--- config.mk ---
export PLATFORM = sky130hd
export DESIGN_NAME = fetch_unit
export DESIGN_NICKNAME = d
export VERILOG_FILES = /design/src/rtl/cpu_pkg.sv /design/src/rtl/pc_next.sv /design/src/rtl/fetch_unit.sv
export SDC_FILE = /design/constraint.sdc
export NUM_CORES = 1
export LEC_CHECK = 0
export CAP_MARGIN = 10
export CORE_AREA = 2 2 164 166
export CTS_CLUSTER_SIZE = 24
export DETAILED_ROUTE_END_ITERATION = 7
export DIE_AREA = 0 0 166 168
export MAX_ROUTING_LAYER = met4
export PLACE_DENSITY = 0.82
export SYNTH_ARGS = -nofsm -noshare
export SYNTH_HDL_FRONTEND = slang
export SYNTH_SLANG_ARGS = --single-unit
--- constraint.sdc ---
create_clock -name clock -period 3.7 [get_ports clock]
set_input_delay 0.37 -clock clock [delete_from_list [all_inputs] [get_ports clock]]
set_output_delay 0.37 -clock clock [all_outputs]
set_load 0.005 [all_outputs]
--- src/rtl/cpu_pkg.sv ---
// rtl/cpu_pkg.sv - shared CPU constants, PC-select encodings and fetch-state type
package cpu_pkg;

  localparam int XLEN = 64;
  localparam int ILEN = 32;

  localparam logic [1:0] PS_HOLD = 2'd0;
  localparam logic [1:0] PS_INC  = 2'd1;
  localparam logic [1:0] PS_REG  = 2'd2;
  localparam logic [1:0] PS_BR   = 2'd3;

  typedef enum logic [1:0] {
    ST_FETCH = 2'd0,
    ST_READY = 2'd1,
    ST_FAULT = 2'd2
  } fetch_state_t;

endpackage

--- src/rtl/pc_next.sv ---
// rtl/pc_next.sv - combinational next-PC selector and adders
module pc_next
  import cpu_pkg::*;
(
  input  logic [XLEN-1:0] pc,
  input  logic [1:0]      ps,
  input  logic            pc_sel,
  input  logic [XLEN-1:0] constant,
  input  logic [XLEN-1:0] reg_a,
  output logic [XLEN-1:0] next_pc
);

  // Select the candidate PC; the branch offset is a word count, hence the shift by 2
  always_comb begin
    next_pc = pc;
    case (ps)
      PS_INC:  next_pc = pc + 64'd4;
      PS_REG:  next_pc = reg_a;
      PS_BR:   next_pc = pc_sel ? (pc + (constant << 2)) : reg_a;
      default: next_pc = pc;
    endcase
  end

endmodule

--- src/rtl/fetch_unit.sv ---
// rtl/fetch_unit.sv - instruction fetch stage: PC register, fetch FSM, instruction register
module fetch_unit
  import cpu_pkg::*;
#(
  parameter logic [XLEN-1:0] RESET_PC = '0
) (
  input  logic            clock,
  input  logic            reset,
  input  logic [1:0]      PS,
  input  logic            PCSel,
  input  logic [XLEN-1:0] constant,
  input  logic [XLEN-1:0] reg_a,
  input  logic            pc_update,
  input  logic            EN_PC,
  output logic [XLEN-1:0] imem_addr,
  output logic            imem_req,
  input  logic            imem_ack,
  input  logic [ILEN-1:0] imem_rdata,
  output logic [ILEN-1:0] I,
  output logic            instr_valid,
  output logic [XLEN-1:0] pc,
  output logic [XLEN-1:0] pc_link,
  output logic            fault,
  output logic [31:0]     retired
);

  fetch_state_t    state;
  fetch_state_t    state_next;
  logic [XLEN-1:0] pc_q;
  logic [ILEN-1:0] instr_q;
  logic            valid_q;
  logic            req_q;
  logic [31:0]     retired_q;
  logic [XLEN-1:0] next_pc;
  logic            ack_fire;
  logic            update_fire;
  logic            misaligned;

  pc_next u_pc_next (
    .pc       (pc_q),
    .ps       (PS),
    .pc_sel   (PCSel),
    .constant (constant),
    .reg_a    (reg_a),
    .next_pc  (next_pc)
  );

  // An ack only counts while our own request is up, so a stale ack after reset is dropped
  assign ack_fire    = (state == ST_FETCH) && req_q && imem_ack;
  assign update_fire = (state == ST_READY) && pc_update && (PS != PS_HOLD);
  assign misaligned  = |next_pc[1:0];

  assign imem_addr   = pc_q;
  assign imem_req    = req_q;
  assign I           = instr_q;
  assign instr_valid = valid_q;
  assign pc          = pc_q;
  assign pc_link     = EN_PC ? (pc_q + 64'd4) : '0;
  assign retired     = retired_q;

  // Fetch state register
  always_ff @(posedge clock or negedge reset) begin
    if (!reset) begin
      state <= ST_FETCH;
    end else begin
      state <= state_next;
    end
  end

  // Next-state decode and fault flag
  always_comb begin
    state_next = state;
    fault      = 1'b0;
    case (state)
      ST_FETCH: if (ack_fire) state_next = ST_READY;
      ST_READY: if (update_fire) state_next = misaligned ? ST_FAULT : ST_FETCH;
      ST_FAULT: begin
        state_next = ST_FAULT;
        fault      = 1'b1;
      end
      default:  state_next = ST_FETCH;
    endcase
  end

  // PC, instruction register, request and retire counter
  always_ff @(posedge clock or negedge reset) begin
    if (!reset) begin
      pc_q      <= RESET_PC;
      instr_q   <= '0;
      valid_q   <= 1'b0;
      req_q     <= 1'b0;
      retired_q <= '0;
    end else begin
      if (ack_fire) begin
        instr_q <= imem_rdata;
        valid_q <= 1'b1;
        req_q   <= 1'b0;
      end else if (state == ST_FETCH) begin
        // Raises the request in the first cycle after reset release
        req_q <= 1'b1;
      end
      if (update_fire) begin
        pc_q      <= next_pc;
        valid_q   <= 1'b0;
        retired_q <= retired_q + 32'd1;
        req_q     <= !misaligned;
      end
    end
  end

endmodule

== After elaboration in Yosys (flattened, before gate mapping) ==
Index checks and enable logic that the tools add are counted.
W data, S select, Z words.
Storage, ports and cells
  register bits after elaboration: 132
  input port bits: 168
  output and inout bits: 259
  logic and storage cells: 43
Cells by class
  add/subtract/negate cells: 3
  equality and inequality tests: 7
  mux-type cells: 13
  reductions and logical operators: 13
Operators with widths (number)
  $pmux W64 S3: 1
  $mux W64: 2
  $add A64 B3 Y64 const B: 1
  $add A64 B64 Y64: 1
  $add A32 B1 Y32 const B: 1
  $eq A2 B2 Y1 const B: 3
  $mux W1: 6
  $mux W2: 3
  $pmux W2 S3: 1
  $reduce_bool A3 Y1: 2
  $eq A2 B1 Y1 const B: 2
  $logic_and A1 B1 Y1: 4
  $ne A2 B2 Y1 const B: 2
  $reduce_and A2 Y1: 2
  $reduce_bool A2 Y1: 2
  $logic_not A2 Y1: 1
  $reduce_or A2 Y1: 1
  $logic_not A1 Y1: 1

== Longest topological paths before layout ==
  depth after elaboration: 7
  depth in mapped cells: 13
  gate-level depth less buffers: 13

== Modules after synthesis ==
From an unflattened synthesis, not the netlist that was laid out.
Second synthesis, totals
  cells, all modules: 1715
  area total of the unflattened synthesis: 13518.0 µm²
Modules (own cells, without submodules)
  fetch_unit: instances 1, cells each 708, area an instance 7313.3 µm², sequential area each 3303.2 µm²
  pc_next: instances 1, cells each 1007, area an instance 6204.7 µm², sequential area each 0.0 µm²

== Worst setup path after synthesis ==
No wires, ideal clock.
  kind: reg2reg
  start point: register pc_q[2], in the netlist imem_addr[2]
  end point: register pc_q[60], in the netlist imem_addr[60]
  arrival: 2.970 ns
  required time: 3.623 ns
  path slack: 0.653 ns
  cell stages (with the launch flop): 14
  buffers on the path: 0
  period minus slack after synthesis: 3.047 ns
  cells stage by stage: dfrtp_1 ha_1 inv_1 fa_1 nand2b_1 a21oi_1 o311ai_1 a31oi_1 o211ai_1 a21oi_1 o21ai_1 nor4b_1 mux2_2 o21ai_1
Between the ends
  cells in the longest elaborated chain, start to end: 3
Ends and longest elaborated chain
  start, declared: line fetch_unit.sv:29  | logic [XLEN-1:0] pc_q;
  start signal, assigned: line fetch_unit.sv:103  | pc_q <= next_pc;
  $add A64 B64 Y64: line pc_next.sv:19  | PS_BR: next_pc = pc_sel ? (pc + (constant << 2)) : reg_a;
  $mux W64: line pc_next.sv:19
  $pmux W64 S3 *: line pc_next.sv:16  | case (ps)
Every way passes the cells marked *; elsewhere a longest branch is shown, timed or not.
A chain may end at the register's enable or synchronous reset.

== Worst setup path in the final report ==
  start point: register pc_q[14], in the netlist imem_addr[14]
  end point: output port pc_link[40]
Between the ends
  cells in the longest elaborated chain, start to end: 2
Ends and longest elaborated chain
  $add A64 B3 Y64: line fetch_unit.sv:58  | assign pc_link = EN_PC ? (pc_q + 64'd4) : '0;
  $mux W64: line fetch_unit.sv:58
  end, declared: line fetch_unit.sv:22  | output logic [XLEN-1:0] pc_link,
Every way passes these cells.

==> out/summary.md <==
The flow ran to the end, but the final reports show violations. The final reports fail on negative hold slack. Leaving out fill and tap cells, the most frequent cells in the layout are sky130_fd_sc_hd__clkdlybuf4s50_1 (422), sky130_fd_sc_hd__nand2_1 (153), sky130_fd_sc_hd__dfrtp_1 (118). By area the synthesized netlist is led by sky130_fd_sc_hd__dfrtp_1 (27%), sky130_fd_sc_hd__ha_1 (6.5%), sky130_fd_sc_hd__xnor2_1 (6.4%). In the routed design, unresolved DRC markers number 0.

The via count of the first global-routing pass was 13.4k. Yosys mapped a number of flops with a built-in enable equal to 0. The horizontal die dimension is 166 um, and the initial cell density of the core is 46.0%.

The initial antenna violation count was 3; the number of top-level design ports was 427. For this block, the routed nets add up to 48.6 mm of wire. For the area enclosed by the die boundary, the log shows 27900 um^2. For the final routed database, the setup TNS stands at 0 ps. The die height came out at 168 um. Once detail routing completed, the nets flagged for antenna violations numbered 0.

The total overflow left after global routing is 0. The run gives 0 as the post-cts hold buffer count. Total via count after detailed routing: 13.5k.

The post-place setup slack is -116 ps, and the count of maximum capacitance violations is 0. TritonCTS built the clock tree. The share of the core filled with cells came out at 66.7%. Of the cells placed in the final design, the portion with a size suffix greater than 1 is 12.7%.

The tools report the total track usage as 34.6%. The tools report the critical path endpoint category as an output port. The clock-pin slew reported for the worst setup and hold paths after clock tree synthesis is 70 ps, and the HPWL after detailed placement is 36.8 mm. The tools report the peak supply drop as 0.379 mV. After layout, the design draws a total of 12.7 mW.

The tools report the static leakage power as 7.33 nW. The number of clock buffers added by TritonCTS is 17. Setup repair after global routing could not meet its margin everywhere. Using the TritonRoute via totals, the vias-per-cell ratio works out to 5.99.

The tools report the number of levels in the clock H-tree as 4. The top cell type by area accounts for 27.3% of the synthesized area. The tree is rooted in a sky130_fd_sc_hd__clkbuf_16. After filler insertion, the fill cell instance count of the layout stands at 2122. The worst setup path is of the reg2out kind.

Measured against its own limit, the worst slew margin works out to 44.2%. The post-synthesis register bit count is 132, and the required time at the worst-slack endpoint is 3330 ps. The number of placed instances, taps included is 2207. The first global-routing pass estimated 74.8 mm of wire. Traced cell by cell, the critical path runs through nand3_1 > nor4_2 > buf_4 > nand3_2 > or2_4 > nor4_4 > nand2_2 > buf_4 > xnor2_1 > and2_4 > clkdlybuf4s50_1. For the pin with the worst max-slew slack, the measured transition is 836 ps. For the post-place instance area, the log shows 16700 um^2.

The logs give 0.963 for the last weighted congestion value of the routability-driven placer and 1352 for the DRC marker count from the first detailed-route iteration. The worst hold path class is in2async. The logs give 15.5 ps for the worst setup skew after layout and -7.58 ps for the worst hold-check slack.

Counting along the longest clock path gives a buffer depth of 2. The logs give 6 for the number of hold violations in the final report and 60 for the number of core rows. The post-route non-filler standard cell count came out at 2256. The pin count of the biggest net entering global routing was 85; the number of cells on the worst reg-to-reg path was 14. After routing the design area is 17600 um^2. For the worst-skew pair, the clock arrives at the later sink with an insertion delay of 430 ps. From synthesis to final layout, the design area changed by 45.1%. The arrival time at the worst endpoint came out at 3230 ps. In this design, the stage delay of the slowest critical-path cell is 510 ps. Setup violations remaining at the end of the flow were counted as 0. The run gives 12100 um^2 as the combined area of all synthesized cells. The number of pins exceeding their max-slew limit in the final report was 0; the number of distinct library cells after synthesis was 80.

For the post-synthesis cell count, the log shows 1494. Buffers placed on the I/O ports in this run total 424. Largest area contributor in the synthesized netlist: sky130_fd_sc_hd__dfrtp_1. The proportion of register bits with asynchronous set or reset after synthesis is 100%, and the final worst setup slack is 99.1 ps. Fraction of the yosys area taken by sequential cells: 27.3%. The library cell used most frequently in the layout, excluding fill and tap cells, is sky130_fd_sc_hd__clkdlybuf4s50_1. The tools report the total number of clock tree sinks as 132. Based on the critical path, the design can be clocked at up to 0.278 GHz. In the final routed layout, each cell accounts on average for 21.5 um.

The mean instance size in the synthesized netlist works out to 8.11 um^2. In this run the power density over the cells is 723 nW/um^2. The core area is 26400 um^2, and the total of warnings raised by yosys is 0.

The worst-path maximum fanout is 4. The net count of the finished layout is 2131. Synthesis produced a netlist with a net count of 1726. The slowest stage of the critical path is the sky130_fd_sc_hd__clkdlybuf4s50_1 cell. The most frequent cell on the critical path is sky130_fd_sc_hd__buf_4. The number of optimization iterations in the first detailed-route pass is 7, and the final period demand of the worst path is 3600 ps. Of the available clock period, the critical path in the final layout requires 97.3%. For this run, the leading register cell type out of synthesis is sky130_fd_sc_hd__dfrtp_1. The worst setup path is launched from a flip-flop.
[routing by layer]
layer	GRT usage (%)	vias up	share of wire, %
li1	-	6164	-
met1	43.6	6443	41
met2	56.7	768	48
met3	4.18	140	6.7
met4	14.7	0	4.0
met5	-	-	0
[where the power goes]
group | total [mW] | internal [mW] | switching [mW]
sequential | 2.67 | 1.99 | 0.683
clock | 1.81 | 0.973 | 0.833
combinational | 8.23 | 4.27 | 3.96
[cell usage after synthesis, drive strengths merged (40+ instances only)]
cell type  count
nand3         50
and2          53
nor2         115
dfrtp        132
a21oi        102
nor3          40
clkbuf        64
ha            63
nand2        157
xor2          55
xnor2         88
buf           82
o21ai         99
[worst paths after layout]
kind | end | from | slack, ps
worst max-delay path | pc_link[40] | imem_addr[14]$_DFFE_PN0P_ | 100
worst min-delay path | I[17]$_DFFE_PN0P_ | reset | -8
worst max register to register | imem_addr[60]$_DFFE_PN0P_ | imem_addr[2]$_DFFE_PN0P_ | 240
worst min register to register | retired[31]$_DFFE_PN0P_ | retired[31]$_DFFE_PN0P_ | 480
max in group asynchronous | I[11]$_DFFE_PN0P_ | reset | 2770
min in group clock | retired[31]$_DFFE_PN0P_ | retired[31]$_DFFE_PN0P_ | 480
[layout make-up]
cell class              instances  area (um^2)  share of cell area, %
diodes                          3         7.51                 0.0427
multi-input cells            1193         8060                   45.8
flip-flops and latches        132         3320                   18.9
repair buffers                532         5080                   28.9
clock inverters                15          175                  0.997
inverters                      23         86.3                  0.491
well taps                     341          427                   2.43
clock buffers                  17          425                   2.42
[cell families (layout without fill, tap and decap cells)]
| logic type | count (synthesis) | in the layout | synth area share, % |
|---|---|---|---|
| and+or+nand+nor | 537 | 537 | 22.3 |
| xor gates and xnor gates | 143 | 143 | 10.3 |
| AOI/OAI and AO/OA | 412 | 412 | 22.6 |
| other | 0 | 3 | 0 |
| DFF | 132 | 132 | 27.3 |
| buffers and inverters | 169 | 587 | 7.38 |
| muxes | 37 | 37 | 3.42 |
| adders and majority gates | 64 | 64 | 6.67 |
[registers in the layout (all words and copies together) (netlist names)]
signal and flops:
state 2, imem_req 1, imem_addr 64, retired 32, instr_valid 1, I 32
[timing repair]
| item | CTS | global route |
|---|---|---|
| resized for setup | 7 | 33 |
| setup endpoints to repair | 11 | 21 |
| buffers inserted | 0 | 14 |
| pin swaps | 0 | 7 |
[worst max-delay path: cells and delay by family, from the launching register on]
| family | cells | cell delay (ps) |
|---|---|---|
| DFF | 1 | 410 |
| xor gates and xnor gates | 1 | 120 |
| buffers and inverters | 3 | 860 |
| and+or+nand+nor | 7 | 1400 |
No activity file was read; power rests on OpenSTA's default activity.
